===== src/rtl/multimode_register_pkg.sv =====
// Shared types and helpers for the multimode operand register.
package multimode_register_pkg;

  typedef enum logic [2:0] {
    MODE_HOLD = 3'b000,
    MODE_LOAD = 3'b001,
    MODE_INC  = 3'b010,
    MODE_DEC  = 3'b011,
    MODE_SHL  = 3'b100,
    MODE_SHR  = 3'b101,
    MODE_ROL  = 3'b110,
    MODE_ROR  = 3'b111
  } mode_e;

  typedef enum logic {
    IDLE  = 1'b0,
    SHIFT = 1'b1
  } state_e;

  function automatic int unsigned clamp_shamt(input int unsigned shamt, input int unsigned n);
    return (shamt > n) ? n : shamt;
  endfunction

endpackage


===== src/rtl/mmreg_shift_step.sv =====
// One-bit shift/rotate step; non-shift modes pass the value through unchanged.
module mmreg_shift_step
  import multimode_register_pkg::*;
#(
  parameter int N = 4
) (
  input  logic [N-1:0] q,
  input  mode_e        mode,
  input  logic         sin,
  output logic [N-1:0] next_q,
  output logic         out_bit
);

  always_comb begin
    next_q  = q;
    out_bit = 1'b0;
    case (mode)
      MODE_SHL: begin
        next_q  = {q[N-2:0], sin};
        out_bit = q[N-1];
      end
      MODE_SHR: begin
        next_q  = {sin, q[N-1:1]};
        out_bit = q[0];
      end
      MODE_ROL: begin
        next_q  = {q[N-2:0], q[N-1]};
        out_bit = q[N-1];
      end
      MODE_ROR: begin
        next_q  = {q[0], q[N-1:1]};
        out_bit = q[0];
      end
      default: ;
    endcase
  end

endmodule


===== src/rtl/multimode_register.sv =====
// N-bit operand register: load, inc/dec, multi-cycle shift/rotate with BUSY/DONE handshake.
// Define MMREG_SYNC_CLR_EN to add the synchronous clear input SCLR.
module multimode_register
  import multimode_register_pkg::*;
#(
  parameter int N  = 4,
  parameter int SW = $clog2(N) + 1
) (
  input  logic          CLK,
  input  logic          CLR,
  input  logic          CE,
  input  logic          START,
  input  logic [2:0]    MODE,
  input  logic [N-1:0]  D,
  input  logic [SW-1:0] SHAMT,
  input  logic          SIN,
  output logic [N-1:0]  Q,
  output logic          COUT,
  output logic          ZERO,
  output logic          BUSY,
  output logic          DONE
`ifdef MMREG_SYNC_CLR_EN
  ,
  input  logic          SCLR
`endif
);

  localparam logic [SW-1:0] ONE = SW'(1);

  state_e        state, state_n;
  logic [N-1:0]  q, q_n;
  logic          cout, cout_n;
  logic          done, done_n;
  logic [SW-1:0] count, count_n;
  logic [SW-1:0] k;
  mode_e         mode_r, mode_n, step_mode;
  logic          sin_r, sin_n, step_sin;
  logic [N-1:0]  step_q;
  logic          step_out;
  logic          sclr;

`ifdef MMREG_SYNC_CLR_EN
  assign sclr = SCLR;
`else
  assign sclr = 1'b0;
`endif

  assign k = SW'(clamp_shamt(32'(SHAMT), N));

  // The first step runs on the START edge from the live inputs; later steps use the latched copies.
  assign step_mode = (state == IDLE) ? mode_e'(MODE) : mode_r;
  assign step_sin  = (state == IDLE) ? SIN : sin_r;

  mmreg_shift_step #(.N(N)) u_step (
    .q       (q),
    .mode    (step_mode),
    .sin     (step_sin),
    .next_q  (step_q),
    .out_bit (step_out)
  );

  always_comb begin
    state_n = state;
    q_n     = q;
    cout_n  = cout;
    done_n  = 1'b0;
    count_n = count;
    mode_n  = mode_r;
    sin_n   = sin_r;
    case (state)
      IDLE: begin
        if (START) begin
          case (mode_e'(MODE))
            MODE_HOLD: done_n = 1'b1;
            MODE_LOAD: begin
              q_n    = D;
              cout_n = 1'b0;
              done_n = 1'b1;
            end
            MODE_INC: begin
              {cout_n, q_n} = {1'b0, q} + (N+1)'(1);
              done_n        = 1'b1;
            end
            MODE_DEC: begin
              {cout_n, q_n} = {1'b0, q} - (N+1)'(1);
              done_n        = 1'b1;
            end
            default: begin
              mode_n = mode_e'(MODE);
              sin_n  = SIN;
              if (k == '0) begin
                done_n = 1'b1;
              end else begin
                q_n     = step_q;
                cout_n  = step_out;
                count_n = k - ONE;
                if (k == ONE) done_n  = 1'b1;
                else          state_n = SHIFT;
              end
            end
          endcase
        end
      end
      SHIFT: begin
        q_n     = step_q;
        cout_n  = step_out;
        count_n = count - ONE;
        if (count == ONE) begin
          state_n = IDLE;
          done_n  = 1'b1;
        end
      end
      default: state_n = IDLE;
    endcase
  end

  always_ff @(posedge CLK or negedge CLR) begin
    if (!CLR) begin
      state  <= IDLE;
      q      <= '0;
      cout   <= 1'b0;
      done   <= 1'b0;
      count  <= '0;
      mode_r <= MODE_HOLD;
      sin_r  <= 1'b0;
    end else if (sclr) begin
      state  <= IDLE;
      q      <= '0;
      cout   <= 1'b0;
      done   <= 1'b0;
      count  <= '0;
      mode_r <= MODE_HOLD;
      sin_r  <= 1'b0;
    end else if (CE) begin
      state  <= state_n;
      q      <= q_n;
      cout   <= cout_n;
      done   <= done_n;
      count  <= count_n;
      mode_r <= mode_n;
      sin_r  <= sin_n;
    end
  end

  assign Q    = q;
  assign COUT = cout;
  assign ZERO = (q == '0);
  assign BUSY = (state == SHIFT);
  assign DONE = done;

endmodule


===== config.mk =====
export PLATFORM = sky130hd
export DESIGN_NAME = multimode_register
export DESIGN_NICKNAME = d
export VERILOG_FILES = /design/src/rtl/multimode_register_pkg.sv /design/src/rtl/mmreg_shift_step.sv /design/src/rtl/multimode_register.sv
export SDC_FILE = /design/constraint.sdc
export NUM_CORES = 1
export LEC_CHECK = 0
export ABC_AREA = 1
export BUFFER_PORTS_ARGS = -buffer_cell sky130_fd_sc_hd__buf_2
export CORE_AREA = 5 5 56 58
export DETAILED_ROUTE_END_ITERATION = 8
export DIE_AREA = 0 0 61 63
export GPL_TIMING_DRIVEN = 0
export PLACE_DENSITY_LB_ADDON = 0.08
export SYNTH_ARGS = -nofsm -noshare
export SYNTH_HDL_FRONTEND = slang
export SYNTH_SLANG_ARGS = --single-unit

===== constraint.sdc =====
create_clock -name CLK -period 5 [get_ports CLK]
set_clock_uncertainty 0.15 [all_clocks]
set_input_delay 0.25 -clock CLK [delete_from_list [all_inputs] [get_ports CLK]]
set_output_delay 0.25 -clock CLK [all_outputs]
set_load 0.1 [all_outputs]

# Yosys cells after proc, flatten, opt, wreduce, memory -nomap -nowiden

Cells that the tools add are included.

Register bits after elaboration: 14
Output and inout port bits: 8
Word-level logic and storage cells: 66

$add $sub $neg: 4
Order comparisons: 1
Eq/ne operators: 14
Multiplexer cells: 29
Bitwise logic cells: 2
Reduce and logical (&&, ||, !) cells: 9

Operators by type and width:

| cell                | number |
|---|---|
| $pmux 4 s4          | 2 |
| $mux 3              | 5 |
| $mux 1              | 13 |
| $eq 3x3->1 const B  | 4 |
| $reduce_and 4->1    | 3 |
| $eq 3x1->1 const B  | 3 |
| $mux 4              | 2 |
| $ne 2x2->1 const B  | 4 |
| $pmux 1 s2          | 4 |
| $pmux 4 s2          | 1 |
| $eq 3x2->1 const B  | 2 |
| $logic_not 3->1     | 2 |
| $pmux 3 s2          | 1 |
| $sub 3x1->3 const B | 2 |
| $add 4x1->5 const B | 1 |
| $ne 5x2->1 const B  | 1 |
| $sub 4x1->5 const B | 1 |
| $logic_not 4->1     | 1 |
| $pmux 1 s4          | 1 |
| $reduce_or 2->1     | 2 |
| $reduce_or 4->1     | 1 |
| $gt 3x3->1 const B  | 1 |
| $not 1->1           | 2 |

# Longest topological paths before layout

Gate-level depths: netlist (run 1).

Depth in word-level cells: 8
Gate-level depth with buffers: 10
Mapped depth without buffers: 10

# Modules after synthesis

Synthesis (run 1) repeated with hierarchy kept, for this count alone.

Cell total of the unflattened synthesis: 194
Area total of the unflattened synthesis: 1,212.4 um^2

Modules (own cells, without submodules):

| module             | times used | cells each | area each (um^2) | sequential area each (um^2) |
|---|---|---|---|---|
| multimode_register | 1          | 160        | 1,067.3          | 350.3 |
| mmreg_shift_step   | 1          | 34         | 145.1            | 0.0 |

# Worst setup path before layout (run 1)

Ideal clock, no wire load.

Path kind: reg-to-output
Start point: register q[1], in the netlist Q[1]
End point: output port ZERO
Data arrival time: 3.427 ns
Required time: 4.600 ns
Slack: 1.173 ns
Stages on the path, launching flop included: 5
Buffers on the path: 1
Cell sequence: dfrtp_1 -> clkbuf_1 -> inv_1 -> ha_1 -> nor3b_1

Word-level cells in the longest chain between the ends: 1

Ends and longest elaborated chain:

| what                     | RTL line                  | source |
|---|---|---|
| start: declaration       | multimode_register.sv:31  | `logic [N-1:0] q, q_n;` |
| start signal: assignment | multimode_register.sv:136 | `q <= q_n;` |
| $logic_not 4->1          | multimode_register.sv:147 | `assign ZERO = (q == '0);` |
| end: declaration         | multimode_register.sv:19  | `output logic ZERO,` |

No other way between the ends.

# Final worst setup path (run 1)

Start point: register q[0], in the netlist Q[0]
End point: output port ZERO

The elaborated chain is that of the path after synthesis.

==> results of run 1 <==
==> where the power goes <==
part	internal (mW)	switching, mW	total [mW]
Clock	0.0444	0.0409	0.0853
Combinational	0.164	0.470	0.633
Sequential	0.161	0.0334	0.195
==> final cells by class <==
class	count	area, µm²	share of cell area (%)
Timing Repair Buffer	23	120	8.48
Sequential cell	14	350	24.7
Clock buffer	4	36.3	2.56
Inverter	23	86.3	6.10
Buffer	5	32.5	2.30
Multi-Input combinational cell	140	752	53.1
Tap cell	31	38.8	2.74
==> worst max-delay path by stage <==
stage / startpoint / endpoint / slack (ns) / cells past startpoint
floorplan: Q[1] / ZERO / 1.17 / 4
global placement: Q[0] / ZERO / 3.17 / 4
detailed placement: Q[0] / ZERO / 3.16 / 4
CTS: Q[0] / ZERO / 2.82 / 4
global route: Q[1] / ZERO / 2.68 / 5
finish: Q[0] / ZERO / 2.83 / 4
==> routing by layer <==
metal / vias up / global-route usage, % / share of wire, %
met5: - / 0 / 0
met4: 0 / 5.15 / 1.4
met3: 5 / 2.89 / 4.7
met2: 26 / 25.1 / 46
met1: 556 / 23.7 / 48
li1: 647 / - / -
==> layout by cell type (no fill, tap or decap), types with 4 or more instances in the layout <==
cell / count
a21oi_1: 7
nand4_1: 4
ha_1: 7
nor2_1: 18
dfrtp_1: 14
nand2_1: 50
nand3_1: 18
buf_2: 24
o21ai_0: 14
inv_1: 20
==> stage by stage <==
stage / total power, mW / utilization (%)
final: 0.913 / 54.2
after floorplan: 0.716 / -
after CTS: 0.919 / 54.2
after global routing: 0.996 / 54.2
after detailed placement: 0.830 / 52.4
after global placement: 0.822 / 52.4
==> sequential cells by signal (all words and copies together) (netlist names) <==
register,flops
count,3
sin_r,1
Q,4
mode_r,3
COUT,1
BUSY,1
DONE,1
==> timing repair <==
| item | 4_1_cts | 5_1_grt |
|---|---|---|
| hold buffers | 1 | 0 |
| endpoints found under the hold margin | 14 | 0 |
| gates resized for setup | 0 | 0 |
==> worst max-delay path: cells and delay by family, from the launching register on <==
family / cells / cell delay [ns]
fa+ha+maj: 1 / 0.17
buf+inv: 2 / 0.66
flops: 1 / 0.49
simple gates: 1 / 0.16
==> cell families (layout without fill, tap and decap cells) <==
group                      Yosys count  after routing  share of synthesized area, %
DFF                                 14             14                          28.7
AOI/OAI and AO/OA                   29             29                          14.1
xor gates and xnor gates             1              1                         0.717
and+or+nand+nor                    103            103                          39.5
adders and majority gates            7              7                          7.17
buffers and inverters               28             55                          9.73
==> reports/results.ini, run 1 <==
[critical_path]
ff2ff_setup_slack_ns=3.17
end_kind=output port
crit_chain=inv_1 -> ha_1 -> nor3b_1 -> buf_2
worstPathMaxFanout=9
regToRegEndpoint=Q[2]
crit_type=flop to output port
timing.rr.start=Q[1]
required_ns=4.60
cp_slowest_stage_delay_ns=0.49
crit_arrival_ns=1.77
slowest_stage=dfrtp_1
rr_worst_depth=9
crit_path_start_kind=flop

[global_route]
antenna_found_initial=0
grt_pass1_wl_mm=5.01
gr-total-overflow=0
grt_max_degree=15
grt_usage_pct=16.7
grt_pass1_vias=1143

[sta]
slew_headroom_pct=67.6
min_period_over_period_pct=43.3
layout_min_cycle_time_ns=2.17
timing.hold.ws_ns=0.0790
rsz0062_at_grt=false
max_freq_mhz=462
worstMarginPinSlew_ns=0.489
worst_slack_ns=2.83
hold_violations=0
drv_slew=0
setup_violations=0
tns_ns=0

[route]
route.vias.total=1234
first_pass_iters=4
post-route-drc-count=0
wl_mm=2.81
vias_per_cell=5.14
antenna_left=0
drt_iter0_markers=49
wire_per_inst_um=11.7

[synth]
synth_area_per_cell_um2=6.71
yosys_warnings=0
synth_cells=182
yosysTopAreaCell=dfrtp_1
synth_edf_count=0
yosys-top-cells-count=nand2_1, inv_1, nand3_1, nor2_1
synthesis.nets=204
synth_top_area_share_pct=28.7
syn_area_um2=1220
yosysUniqueCellTypes=31
synth_seq_cells=14
ys.flop_type=dfrtp_1
yosysSeqAreaShare_pct=28.7
async_reset_ff_share_pct=100
yosysMostFrequentCell=nand2_1
yosys-top-cells-area=dfrtp_1, nand2_1, nand3_1, ha_1, inv_1

[clock_network]
tritoncts=yes
clk_pin_slew_ns=0.09
cts_root_buf=clkbuf_4
clock_latency_ns=0.29
numCtsBuffers=3
postCtsSetupBuffers=0
clk_path_buf_depth=2
cts_max_level=1
cts_sinks=14

[min_path]
hp-class=primary input to flop
hold_depth=3
hp-start=SIN
hold_end=sin_r

[layout]
synthToLayoutAreaGrowth_pct=16.0
final_area_um2=1420
nFillCells=267
final_nets=232
fin_cells=240
n_antenna_cell=0
drive_above_1_share_pct=21.5

[pwr]
ir_drop_uv=519
p_per_area_nw_per_um2=645
leakage_nw=0.735

[placed_design]
hpwl_mm=2.23
place_area_um2=1370
dp.cells=235
gp_congestion=0.835
pre_cts_ws_ns=3.16
io_buffers=22

[flow_run]
cap_viol_max_count=0

[die]
io_pins=23
rows=19
core-area_um2=2620
die_w_um=61
start_util_pct=46.7
die_area_um2=3840
die_h_um=63

[outcome]
outcome=completed

(Power assumes the default switching activity.)
==> run 2: changes to the inputs <==
--- a/config.mk
+++ b/config.mk
@@ -5,11 +5,11 @@
 export SDC_FILE = /design/constraint.sdc
 export NUM_CORES = 1
 export LEC_CHECK = 0
-export ABC_AREA = 1
+export ABC_AREA = 0
 export BUFFER_PORTS_ARGS = -buffer_cell sky130_fd_sc_hd__buf_2
-export CORE_AREA = 5 5 56 58
+export CORE_AREA = 5 5 57 59
 export DETAILED_ROUTE_END_ITERATION = 8
-export DIE_AREA = 0 0 61 63
+export DIE_AREA = 0 0 62 64
 export GPL_TIMING_DRIVEN = 0
 export PLACE_DENSITY_LB_ADDON = 0.08
 export SYNTH_ARGS = -nofsm -noshare
==> constraint.sdc (replaced) <==
create_clock -name CLK -period 2.2 [get_ports CLK]
set_clock_uncertainty 0.15 [all_clocks]
set_input_delay 0.11 -clock CLK [delete_from_list [all_inputs] [get_ports CLK]]
set_output_delay 0.11 -clock CLK [all_outputs]
set_load 0.1 [all_outputs]
==> run 2 against run 1 <==
Effect of this change:
- design area is 3.0% higher
- sequential power rose to 2.6 times the previous value
- power rose by 140%
- worst setup slack worse by 2.6 ns
- register-to-register slack got worse by 2.8 ns
- hold slack worse by 0.010 ns
==> reports/results.ini, run 2 <==
[sta]
hold_violations=0  ; unchanged
drv_slew=0  ; unchanged
layout_min_cycle_time_ns=2.00
tns_ns=0  ; unchanged
timing.hold.ws_ns=0.0685  ; -0.0104 ns
rsz0062_at_grt=false
min_period_over_period_pct=91.0
max_freq_mhz=500
slew_headroom_pct=65.8  ; -1.9 points
worst_slack_ns=0.198  ; -2.64 ns
setup_violations=0  ; unchanged
worstMarginPinSlew_ns=0.514  ; +0.0249 ns

[critical_path]
ff2ff_setup_slack_ns=0.39  ; -2.78 ns
crit_arrival_ns=1.74  ; -0.03 ns
crit_path_start_kind=flop
crit_chain=buf_4 -> inv_1 -> ha_1 -> nor3b_4 -> buf_2
required_ns=1.94  ; -2.66 ns
crit_type=flop to output port
end_kind=output port
worstPathMaxFanout=10  ; +1
cp_slowest_stage_delay_ns=0.44  ; -0.05 ns
slowest_stage=buf_2

[layout]
n_antenna_cell=0  ; unchanged
final_nets=193  ; -17%
final_common_cell=buf_2
nFillCells=282  ; +5.6%
seqCellArea_um2=355  ; +1.4%
final_cell_mix=buf_2, nand2_1, dfrtp_1, o21ai_0, a21oi_1
largest_reg_flops=4  ; unchanged
synthToLayoutAreaGrowth_pct=15.6
fin_cells=201  ; -16%
multi_input_area_um2=846  ; +12%
drive_above_1_share_pct=29.4  ; +7.9 points

[clock_network]
tritoncts=yes
clock_latency_ns=0.28  ; about the same
cts_root_buf=clkbuf_4
clk_pin_slew_ns=0.10  ; about the same
clk_path_buf_depth=2  ; unchanged
cts_max_level=1  ; unchanged
post_cts_resized=0  ; unchanged
cts_sinks=14  ; unchanged
numCtsBuffers=3  ; unchanged

[placed_design]
dp.cells=195  ; -17%
io_buffers=19  ; -14%
hpwl_mm=2.41  ; +8.3%
gp_congestion=0.901  ; +7.8%
pre_cts_ws_ns=0.389  ; -2.77 ns

[synth]
yosys-top-cells-area=dfrtp_1, ha_1, nand2_1, o21ai_0, mux2_2
yosys-top-cells-count=nand2_1, dfrtp_1, o21ai_0, a21oi_1, ha_1
ys.flop_type=dfrtp_1
synth_area_per_cell_um2=8.71  ; +30%
yosysUniqueCellTypes=49  ; +58%
syn_area_um2=1260  ; +3.4%
synth_seq_cells=14  ; unchanged
synthesis.nets=167  ; -18%
async_reset_ff_share_pct=100  ; unchanged
synth_cells=145  ; -20%
synth_edf_count=0  ; unchanged
synth_top_area_share_pct=27.8  ; -0.94 points
yosysSeqAreaShare_pct=27.8  ; -0.94 points
yosysTopAreaCell=dfrtp_1
yosysMostFrequentCell=nand2_1
yosys_warnings=0  ; unchanged

[global_route]
grt_usage_pct=17.7  ; +1.0 points
grt_pass1_vias=1162  ; +1.7%
grt_pass1_wl_mm=5.46  ; +8.9%
grt_max_degree=15  ; unchanged
antenna_found_initial=0  ; unchanged
gr-total-overflow=0  ; unchanged

[die]
io_pins=23  ; unchanged
start_util_pct=47.4  ; +0.72 points
rows=19  ; unchanged
die_area_um2=3970  ; +3.3%
die_w_um=62  ; +1.6%
core-area_um2=2660  ; +1.8%
die_h_um=64  ; +1.6%

[route]
route.vias.total=1192  ; -3.4%
first_pass_iters=4  ; unchanged
antenna_left=0  ; unchanged
wire_per_inst_um=15.9  ; +36%
vias_per_cell=5.93  ; +15%
drt_iter0_markers=43  ; -12%
wl_mm=3.19  ; +14%
post-route-drc-count=0  ; unchanged

[pwr]
ir_drop_uv=1140  ; +120%
p_per_area_nw_per_um2=1520  ; +140%
leakage_nw=0.608  ; -17%

[min_path]
hp-class=primary input to flop

[flow_run]
cap_viol_max_count=0  ; unchanged

[outcome]
outcome=completed

==> run 2: changes by cell type after synthesis, sizes merged, moves of 5 or more <==
cell    delta
nand3     -17
nand2b     +8
nor2      -19
nand2     -35
buf        +5
inv       -18
nor3       +6
==> run 2: cells by family (layout without fill, tap and decap cells) <==
| group | count (synthesis) | in the layout | synth area share, % |
|---|---|---|---|
| compound gates | 46 | 46 | 28.0 |
| xor+xnor | 3 | 3 | 2.08 |
| fa+ha+maj | 7 | 7 | 6.94 |
| buf+inv | 15 | 40 | 6.14 |
| flops | 14 | 14 | 27.8 |
| mux | 6 | 6 | 5.15 |
| simple gates | 54 | 54 | 23.9 |
==> run 2: report_power, final <==
part           internal [mW]  leakage [nW]  switching, mW
Sequential             0.384         0.162          0.127
Combinational          0.491         0.431           1.06
Clock                 0.0702        0.0150         0.0856
==> run 2: final timing paths <==
path / from / to / cells past startpoint
worst max register to register: Q[0] / COUT / 8
worst min-delay path: START / BUSY / 3
max in group asynchronous: CLR / BUSY / 2
min in group asynchronous: CLR / count[0] / 2
worst min register to register: COUT / COUT / 2
worst max-delay path: Q[0] / ZERO / 5
==> run 2: metrics by stage <==
stage	util, %	total power, mW	area [µm²]
floorplan	-	1.77	1280
global placement	53.1	2.03	1410
detailed placement	53.1	2.05	1410
CTS	54.8	2.22	1460
global route	54.8	2.38	1460
finish	54.8	2.22	1460
==> run 2: worst max-delay path: cells and delay by family, from the launching register on <==
family / cells / cell delay [ns]
simple gates: 1 / 0.15
fa+ha+maj: 1 / 0.15
buf+inv: 3 / 0.73
flops: 1 / 0.42
==> run 2: what timing repair did <==
| item | in CTS | in global routing |
|---|---|---|
| hold buffers | 2 | 0 |
| endpoints found under the hold margin | 15 | 0 |
| buffers inserted | 0 | 0 |
==> run 2: cell type report <==
class,count,share of cell area (%)
Clock buffer,4,1.80
Sequential cell,14,24.4
Timing Repair Buffer,21,7.89
Buffer,10,4.03
Tap cell,31,2.66
Inverter,5,1.29
Multi-Input combinational cell,116,58.0
==> run 2: layer usage <==
| layer | up-vias | part of all wire, % | track usage (%) |
|---|---|---|---|
| met5 | - | 0 | 0 |
| met4 | 0 | 1.2 | 4.77 |
| met3 | 4 | 6.6 | 3.02 |
| met2 | 34 | 47 | 27.3 |
| met1 | 572 | 45 | 25.1 |
| li1 | 582 | - | - |
